**src/rtl/mux_arb_n1_if.sv**
```systemverilog
// Handshake bundle for mux_arb_n1: NUM_IN valid/ready input channels and one
// registered valid/ready output channel with source index and select error.
interface mux_arb_n1_if #(
  parameter int N      = 16,
  parameter int NUM_IN = 5,
  parameter int SEL_W  = $clog2(NUM_IN)
);
  logic [NUM_IN*N-1:0] in_data;
  logic [NUM_IN-1:0]   in_valid;
  logic [NUM_IN-1:0]   in_ready;
  logic                mode;
  logic [SEL_W-1:0]    sel;
  logic [N-1:0]        out_data;
  logic [SEL_W-1:0]    out_src;
  logic                out_valid;
  logic                out_ready;
  logic                sel_err;

  modport master (
    output in_data, in_valid, mode, sel, out_ready,
    input  in_ready, out_data, out_src, out_valid, sel_err
  );

  modport slave (
    input  in_data, in_valid, mode, sel, out_ready,
    output in_ready, out_data, out_src, out_valid, sel_err
  );
endinterface

```
**src/rtl/mux_arb_n1.sv**
```systemverilog
// Registered NUM_IN:1 multiplexer with fixed-select or round-robin arbitration
// and a one-stage output register that refills on the cycle it drains.
module mux_arb_n1 #(
  parameter int N      = 16,
  parameter int NUM_IN = 5,
  parameter int SEL_W  = $clog2(NUM_IN)
) (
  input logic         clk,
  input logic         rst_n,
  mux_arb_n1_if.slave bus
);
  localparam int PAD_W = 2 ** SEL_W;

  logic              load_en_s;
  logic              sel_ok_s;
  logic [PAD_W-1:0]  valid_pad_s;
  logic              grant_vld_s;
  logic [SEL_W-1:0]  grant_idx_s;
  logic [N-1:0]      grant_data_s;
  logic              transfer_s;
  logic [NUM_IN-1:0] in_ready_s;

  logic [N-1:0]      out_data_r;
  logic [SEL_W-1:0]  out_src_r;
  logic              out_valid_r;
  logic              sel_err_r;
  logic [SEL_W-1:0]  rr_ptr_r;

  assign load_en_s   = !out_valid_r || bus.out_ready;
  assign sel_ok_s    = (int'(bus.sel) < NUM_IN);
  // Padding lets an out-of-range sel index the valid vector safely.
  assign valid_pad_s = PAD_W'(bus.in_valid);
  assign transfer_s  = grant_vld_s && load_en_s;

  // Grant selection: fixed select, or first valid channel at/after rr_ptr.
  always_comb begin
    int cand;
    grant_vld_s = 1'b0;
    grant_idx_s = '0;
    cand        = 0;
    if (bus.mode == 1'b0) begin
      grant_vld_s = sel_ok_s && valid_pad_s[bus.sel];
      grant_idx_s = bus.sel;
    end else begin
      for (int k = 0; k < NUM_IN; k++) begin
        cand        = ((int'(rr_ptr_r) + k) >= NUM_IN) ? (int'(rr_ptr_r) + k - NUM_IN)
                                                       : (int'(rr_ptr_r) + k);
        grant_idx_s = (!grant_vld_s && bus.in_valid[cand]) ? SEL_W'(cand) : grant_idx_s;
        grant_vld_s = grant_vld_s || bus.in_valid[cand];
      end
    end
  end

  // Data mux and per-channel ready decode for the granted channel.
  always_comb begin
    grant_data_s = '0;
    in_ready_s   = '0;
    for (int i = 0; i < NUM_IN; i++) begin
      grant_data_s  = (grant_idx_s == SEL_W'(i)) ? bus.in_data[i*N +: N] : grant_data_s;
      in_ready_s[i] = transfer_s && (grant_idx_s == SEL_W'(i));
    end
  end

  // Output register: load on transfer, empty when drained without refill.
  always_ff @(posedge clk or negedge rst_n) begin
    if (!rst_n) begin
      out_data_r  <= '0;
      out_src_r   <= '0;
      out_valid_r <= 1'b0;
    end else if (transfer_s) begin
      out_data_r  <= grant_data_s;
      out_src_r   <= grant_idx_s;
      out_valid_r <= 1'b1;
    end else if (load_en_s) begin
      out_valid_r <= 1'b0;
    end else begin
      out_valid_r <= out_valid_r;
    end
  end

  // Round-robin pointer moves past the channel just served.
  always_ff @(posedge clk or negedge rst_n) begin
    if (!rst_n) begin
      rr_ptr_r <= '0;
    end else if (transfer_s && bus.mode) begin
      rr_ptr_r <= (grant_idx_s == SEL_W'(NUM_IN - 1)) ? '0 : grant_idx_s + SEL_W'(1);
    end else begin
      rr_ptr_r <= rr_ptr_r;
    end
  end

  // Select-range error flag, independent of the handshake.
  always_ff @(posedge clk or negedge rst_n) begin
    if (!rst_n) begin
      sel_err_r <= 1'b0;
    end else begin
      sel_err_r <= !bus.mode && !sel_ok_s;
    end
  end

  assign bus.in_ready  = in_ready_s;
  assign bus.out_data  = out_data_r;
  assign bus.out_src   = out_src_r;
  assign bus.out_valid = out_valid_r;
  assign bus.sel_err   = sel_err_r;
endmodule

```
**src/flat_wrapper.sv**
```systemverilog
// flat-port wrapper written by rule: the top's interface ports become plain ports
module mux_arb_n1_flat 
#(
  parameter int N      = 16,
  parameter int NUM_IN = 5,
  parameter int SEL_W  = $clog2(NUM_IN)
)
  (clk, rst_n, bus_in_data, bus_in_valid, bus_mode, bus_sel, bus_out_ready, bus_in_ready, bus_out_data, bus_out_src, bus_out_valid, bus_sel_err);
  mux_arb_n1_if #(.N(N), .NUM_IN(NUM_IN), .SEL_W(SEL_W)) bus_i ();
  input logic clk;
  input logic rst_n;
  input wire logic [$bits(bus_i.in_data)-1:0] bus_in_data;
  input wire logic [$bits(bus_i.in_valid)-1:0] bus_in_valid;
  input wire logic [$bits(bus_i.mode)-1:0] bus_mode;
  input wire logic [$bits(bus_i.sel)-1:0] bus_sel;
  input wire logic [$bits(bus_i.out_ready)-1:0] bus_out_ready;
  output wire logic [$bits(bus_i.in_ready)-1:0] bus_in_ready;
  output wire logic [$bits(bus_i.out_data)-1:0] bus_out_data;
  output wire logic [$bits(bus_i.out_src)-1:0] bus_out_src;
  output wire logic [$bits(bus_i.out_valid)-1:0] bus_out_valid;
  output wire logic [$bits(bus_i.sel_err)-1:0] bus_sel_err;
  assign bus_i.in_data = bus_in_data;
  assign bus_i.in_valid = bus_in_valid;
  assign bus_i.mode = bus_mode;
  assign bus_i.sel = bus_sel;
  assign bus_i.out_ready = bus_out_ready;
  assign bus_in_ready = bus_i.in_ready;
  assign bus_out_data = bus_i.out_data;
  assign bus_out_src = bus_i.out_src;
  assign bus_out_valid = bus_i.out_valid;
  assign bus_sel_err = bus_i.sel_err;
  mux_arb_n1 #(.N(N), .NUM_IN(NUM_IN), .SEL_W(SEL_W)) u_core (.clk(clk), .rst_n(rst_n), .bus(bus_i));
endmodule
```
**config.mk**
```make
export PLATFORM = sky130hd
export DESIGN_NAME = mux_arb_n1_flat
export DESIGN_NICKNAME = d
export VERILOG_FILES = /design/src/rtl/mux_arb_n1_if.sv /design/src/rtl/mux_arb_n1.sv /design/src/flat_wrapper.sv
export SDC_FILE = /design/constraint.sdc
export NUM_CORES = 1
export LEC_CHECK = 0
export BUFFER_PORTS_ARGS = -buffer_cell sky130_fd_sc_hd__buf_4
export CORE_UTILIZATION = 51
export DETAILED_ROUTE_END_ITERATION = 10
export MAX_ROUTING_LAYER = met4
export PLACE_DENSITY = 0.94
export SKIP_CTS_REPAIR_TIMING = 1
export SYNTH_ARGS = -nofsm -noshare
export SYNTH_HDL_FRONTEND = slang
export SYNTH_SLANG_ARGS = --single-unit
```
**constraint.sdc**
```tcl
create_clock -name clk -period 6.35 [get_ports clk]
set_input_delay 1.27 -clock clk [delete_from_list [all_inputs] [get_ports clk]]
set_output_delay 1.27 -clock clk [all_outputs]
set_load 0.1 [all_outputs]
```
==> run summary, run 1 <==
status - finished, final reports clean
Clock Pin Slew Worst Setup and Hold Paths - 0.10 ns
cells after synthesis - 378
Core Rows - 28
DRT Pass-1 Iters - 5
total CTS buffers - 3
final max-slew violation count - 0
RR Endpoint - u_core.bus.out_data[11]
most common cell after layout, fill and taps aside - buf_4
EDFF count, synth - 0
Tcrit/Tclk final - 92.4%
Worst R2R Path Depth - 19
CP required - 5.08 ns
# diodes - 0
Clock Path Buffers - 2
Crit Path Category - reg2out
Congestion Overflow GR - 0
via count - 3470
Final Net Count - 584
DR WL/cell - 18.5 µm
mapped cell area - 0.00311 mm²
Worst Tran Pin Value - 0.599 ns
unrepaired setup endpoints after global routing - no
post-layout util - 67.8%
worst clock skew - 0.00579 ns
min cycle time layout - 5.87 ns
# setup viols final - 0
later-pin clock latency in the skew report - 0.28 ns
r2r startpoint - u_core.rr_ptr_r[0]
Port Buffers - 117
Die Width - 80.1 µm
maxcap violations - 0
critical hold path startpoint - u_core.bus.out_src[1]
R2R setup slack - 1.03 ns
FILL cells - 460
Syn-to-layout area delta - 28.3%
core box area - 0.00589 mm²
initial antenna violation count - 0
Worst Setup End Kind - output pin
# IOs - 118
Post-route DRC - 0
Hold Crit Endpoint - u_core.bus.out_src[1]
vias in the first global route - 3283
Sink Count - 24
most frequent cells in the layout - buf_4, nand2_1, a21oi_1
first-pass GRT wire length - 15800 µm
Post-DRT Antenna Nets - 0
largest net degree at the start of global routing - 33
Final GP Congestion - 1.01
Mean Syn Cell Area - 8.23 µm²
die height - 80.1 µm
fin worst setup slack - 0.485 ns
yosys warns - 0
root buf cell - clkbuf_8
drt initial violations - 276
H-tree depth - 1
fmax - 170 MHz
Fin. Hold Viols - 0
Initial Utilization - 52.8%
Seq cells post-synth - 24
CTS tree - done
Top FF cell, synth - dfrtp_1
Max-Slew Margin vs Limit - 60.0%
die area - 0.00641 mm²
Arr. time, crit path - 4.60 ns
synthesized net count - 484
CP max FO - 8
CP Launch Type - flip-flop
post-synthesis cell type count - 77
layout cell share with drive strength beyond 1 - 37.9%
Worst Hold Class - reg2reg
Final TNS setup - 0 ns
Avg Vias per Cell - 6.29
Async SR Flop Fraction - 100%
hpwl dp - 7610 µm
GRT Total Usage - 32.5%
dpl ws - 0.859 ns
DRT Wirelength - 10200 µm
sequential share of the synthesized area - 19.3%
hold depth - 1
-- synthesized netlist by cell type (all sizes together), types with 8 or more instances --
library cell | number | area [µm²]
o31ai | 19 | 201
nand2b | 8 | 57.6
a22oi | 16 | 165
nand2 | 45 | 171
nor2b | 8 | 57.6
o21ai | 24 | 120
nor3 | 17 | 85.1
buf | 15 | 135
nor2 | 20 | 75.1
dfrtp | 24 | 601
inv | 10 | 37.5
a2bb2oi | 16 | 140
a21oi | 34 | 174
clkbuf | 13 | 62.6
ha | 13 | 163
-- per-stage QoR --
stage	instances	hold slack, ns	cell area [µm²]
after CTS	552	0.529	3990
after detailed placement	548	0.498	3920
after floorplan	378	0.728	3110
after global routing	552	0.541	3990
final	552	0.526	3990
after global placement	548	0.499	3920
-- layout make-up --
class	count	area, µm²	area share (%)
clock buffer	3	41.3	1.03
sequential	24	601	15.1
clock inverter	1	30.0	0.753
tap	75	93.8	2.35
timing repair buffer	127	953	23.9
multi-input combinational	311	2230	55.9
inverter	11	41.3	1.03
-- sequential cells by signal, indices dropped and copies added (netlist names) --
register,count
u_core.bus.out_data,16
u_core.bus.out_src,3
u_core.bus.out_valid,1
u_core.bus.sel_err,1
u_core.rr_ptr_r,3
-- cell families (layout without fill, tap and decap cells) --
kind of cell	count (synthesis)	count (layout)	share of synthesized area, %
compound gates	151	151	37.5
mux	11	11	4.87
simple gates	132	132	22.5
fa+ha+maj	14	14	5.88
buf+inv	43	142	9.13
xor+xnor	3	3	0.845
flops	24	24	19.3
-- routing by layer --
layer / up-vias / routed length, µm / GRT usage [%]
li1: 1617 / - / -
met1: 1646 / 4230 / 42.4
met2: 166 / 4910 / 49.4
met3: 41 / 638 / 5.23
met4: 0 / 446 / 15.2
met5: - / 0 / -
-- worst max-delay path, stage by stage, from the launching register on --
cell      delay [ns]
dfrtp_1         0.36
clkinv_1        0.22
ha_1            0.35
ha_1            0.41
nor2b_4         0.06
or4_4           0.54
a211oi_4        0.35
and3b_2         0.28
a221oi_1        0.28
a211oi_1        0.10
o21bai_1        0.19
a31oi_1         0.19
inv_1           0.13
ha_1            0.20
nor3b_4         0.31
buf_4           0.35
-- worst max-delay path by stage --
stage | slack [ns] | from | endpoint
floorplan | 0.25 | u_core.rr_ptr_r[1] | bus_in_ready[3]
global placement | 0.94 | bus_in_valid[4] | bus_in_ready[4]
detailed placement | 0.86 | bus_in_valid[4] | bus_in_ready[4]
CTS | 0.57 | u_core.rr_ptr_r[2] | bus_in_ready[4]
global route | 0.20 | u_core.rr_ptr_r[0] | bus_in_ready[4]
finish | 0.48 | u_core.rr_ptr_r[0] | bus_in_ready[4]
Power of run 1 is not shown: default switching activity piles up to over one toggle a cycle in this logic, so the estimate is an artifact.
==> run 2, diff against run 1 <==
Settings changed: CORE_UTILIZATION 51 to 55, PLACE_DENSITY 0.94 to 0.95.
Clock period 6.35 ns to 7.4 ns, I/O delays scaled along.
==> run 2 against run 1 <==
Effect of this change:
- largest cell class unchanged
- flip-flop and latch count did not move
- via count rose by 2.1%
- final cell count fell by 0.54%
- die area fell by 7.1%
- clock-buffer cell count did not move
==> run summary, run 2 (synthesis results as in run 1) <==
# IOs - 118 (unchanged)
GRT Total Usage - 35.6% (was 32.5%)
Tcrit/Tclk final - 87.2%
first-pass GRT wire length - 16400 µm (was 15800 µm)
Post-route DRC - 0 (unchanged)
status - finished, final reports clean (unchanged)
vias in the first global route - 3396 (was 3283)
max reg flops - 16 (unchanged)
Syn-to-layout area delta - 28.2% (was 28.3%)
Clock Pin Slew Worst Setup and Hold Paths - 0.09 ns (was 0.10 ns)
most frequent cells in the layout - buf_4, nand2_1, a21oi_1 (unchanged)
Post-DRT Antenna Nets - 0 (unchanged)
maxcap violations - 0 (unchanged)
most common cell after layout, fill and taps aside - buf_4 (unchanged)
Core Rows - 27 (was 28)
H-tree depth - 1 (unchanged)
Port Buffers - 117 (unchanged)
Crit Path Category - reg2out (unchanged)
Final TNS setup - 0 ns (unchanged)
Avg Vias per Cell - 6.45 (was 6.29)
critical path's slowest cell - dfrtp_1 (was or4_4)
DR WL/cell - 19.2 µm (was 18.5 µm)
Final Net Count - 584 (unchanged)
Worst Tran Pin Value - 0.597 ns (was 0.599 ns)
unrepaired setup endpoints after global routing - no (unchanged)
Clock Path Buffers - 2 (unchanged)
CP required - 5.92 ns (was 5.08 ns)
Sink Count - 24 (unchanged)
core box area - 0.00547 mm² (was 0.00589 mm²)
layout cell share with drive strength beyond 1 - 37.7% (was 37.9%)
largest net degree at the start of global routing - 33 (unchanged)
Fin. Hold Viols - 0 (unchanged)
fmax - 155 MHz
worst-path cell chain - inv_1, ha_1, ha_1, nor2b_4, or4_4, a211oi_4, and3b_2, a221oi_1, a211oi_1, o21bai_1, a31oi_1, inv_1, ha_1, buf_4, nor3b_4, buf_4 (was clkinv_1, ha_1, ha_1, nor2b_4, or4_4, a211oi_4, and3b_2, a221oi_1, a211oi_1, o21bai_1, a31oi_1, inv_1, ha_1, nor3b_4, buf_4)
DRT Pass-1 Iters - 5 (unchanged)
via count - 3543 (was 3470)
initial antenna violation count - 0 (unchanged)
die height - 77.2 µm (was 80.1 µm)
final max-slew violation count - 0 (unchanged)
CTS tree - done (unchanged)
Worst Setup End Kind - output pin (unchanged)
Die Width - 77.2 µm (was 80.1 µm)
Initial Utilization - 56.8% (was 52.8%)
root buf cell - clkbuf_8 (unchanged)
hpwl dp - 8010 µm (was 7610 µm)
post-layout util - 72.8% (was 67.8%)
# diodes - 0 (unchanged)
Worst Hold Class - reg2reg (unchanged)
# setup viols final - 0 (unchanged)
worst clock skew - 0.00635 ns (was 0.00579 ns)
drt initial violations - 418 (was 276)
CP dominant cell by count - ha_1 (unchanged)
Final GP Congestion - 0.972 (was 1.01)
CP max FO - 19 (was 8)
CP max stage delay - 0.66 ns (was 0.54 ns)
Congestion Overflow GR - 0 (unchanged)
total CTS buffers - 3 (unchanged)
min cycle time layout - 6.45 ns
DRT Wirelength - 10500 µm (was 10200 µm)
Max-Slew Margin vs Limit - 59.2% (was 60.0%)
Arr. time, crit path - 4.97 ns (was 4.60 ns)
die area - 0.00596 mm² (was 0.00641 mm²)
CP Launch Type - flip-flop (unchanged)
later-pin clock latency in the skew report - 0.27 ns (was 0.28 ns)
run 2: cell types whose count changed in the layout (fill, tap and decap cells not counted):
cell    change
and2_1      +1
and2_2      -1
run 2: metrics by stage:
step,hold WS [ns],instance area (µm²),worst slack [ns],instances
after floorplan,0.728,3110,0.818,378
after global placement,0.500,3910,1.44,545
after detailed placement,0.508,3910,1.30,545
after CTS,0.527,3990,0.993,549
after global routing,0.560,3990,0.627,549
final,0.531,3990,0.945,549
run 2: area by class of cell:
| cell class | instances | area, µm² |
|---|---|---|
| Timing Repair Buffer | 127 | 953 |
| Clock buffer | 3 | 41.3 |
| Sequential cell | 24 | 601 |
| Fill cell | 438 | 1490 |
| Multi-Input combinational cell | 311 | 2230 |
| Inverter | 11 | 41.3 |
| Tap cell | 72 | 90.1 |
| Clock inverter | 1 | 30.0 |
run 2: layer usage:
metal	part of all wire (%)	track usage, %
met5	0	-
met4	3.7	15.1
met3	9.1	7.74
met2	48	55.8
met1	39	44.2
run 2: worst paths after layout:
path | from | cells past startpoint | endpoint | slack [ns]
worst max-delay path | u_core.rr_ptr_r[1] | 16 | bus_in_ready[4] | 0.95
worst min-delay path | u_core.bus.out_data[11] | 2 | u_core.bus.out_data[11] | 0.53
worst max register to register | u_core.rr_ptr_r[1] | 19 | u_core.bus.out_data[9] | 1.87
worst min register to register | u_core.bus.out_data[11] | 2 | u_core.bus.out_data[11] | 0.53
max in group asynchronous | rst_n | 1 | u_core.rr_ptr_r[1] | 6.03
min in group asynchronous | rst_n | 1 | u_core.bus.out_data[6] | 1.11
run 2: worst max-delay path, delay by kind of cell, from the launching register on:
kind | cells | cell delay, ns
AOI/OAI and AO/OA | 5 | 1.12
buffers and inverters | 4 | 0.90
DFF | 1 | 0.66
adders and majority gates | 3 | 0.87
and+or+nand+nor | 4 | 1.14
Power of run 2 is left out for the same reason.
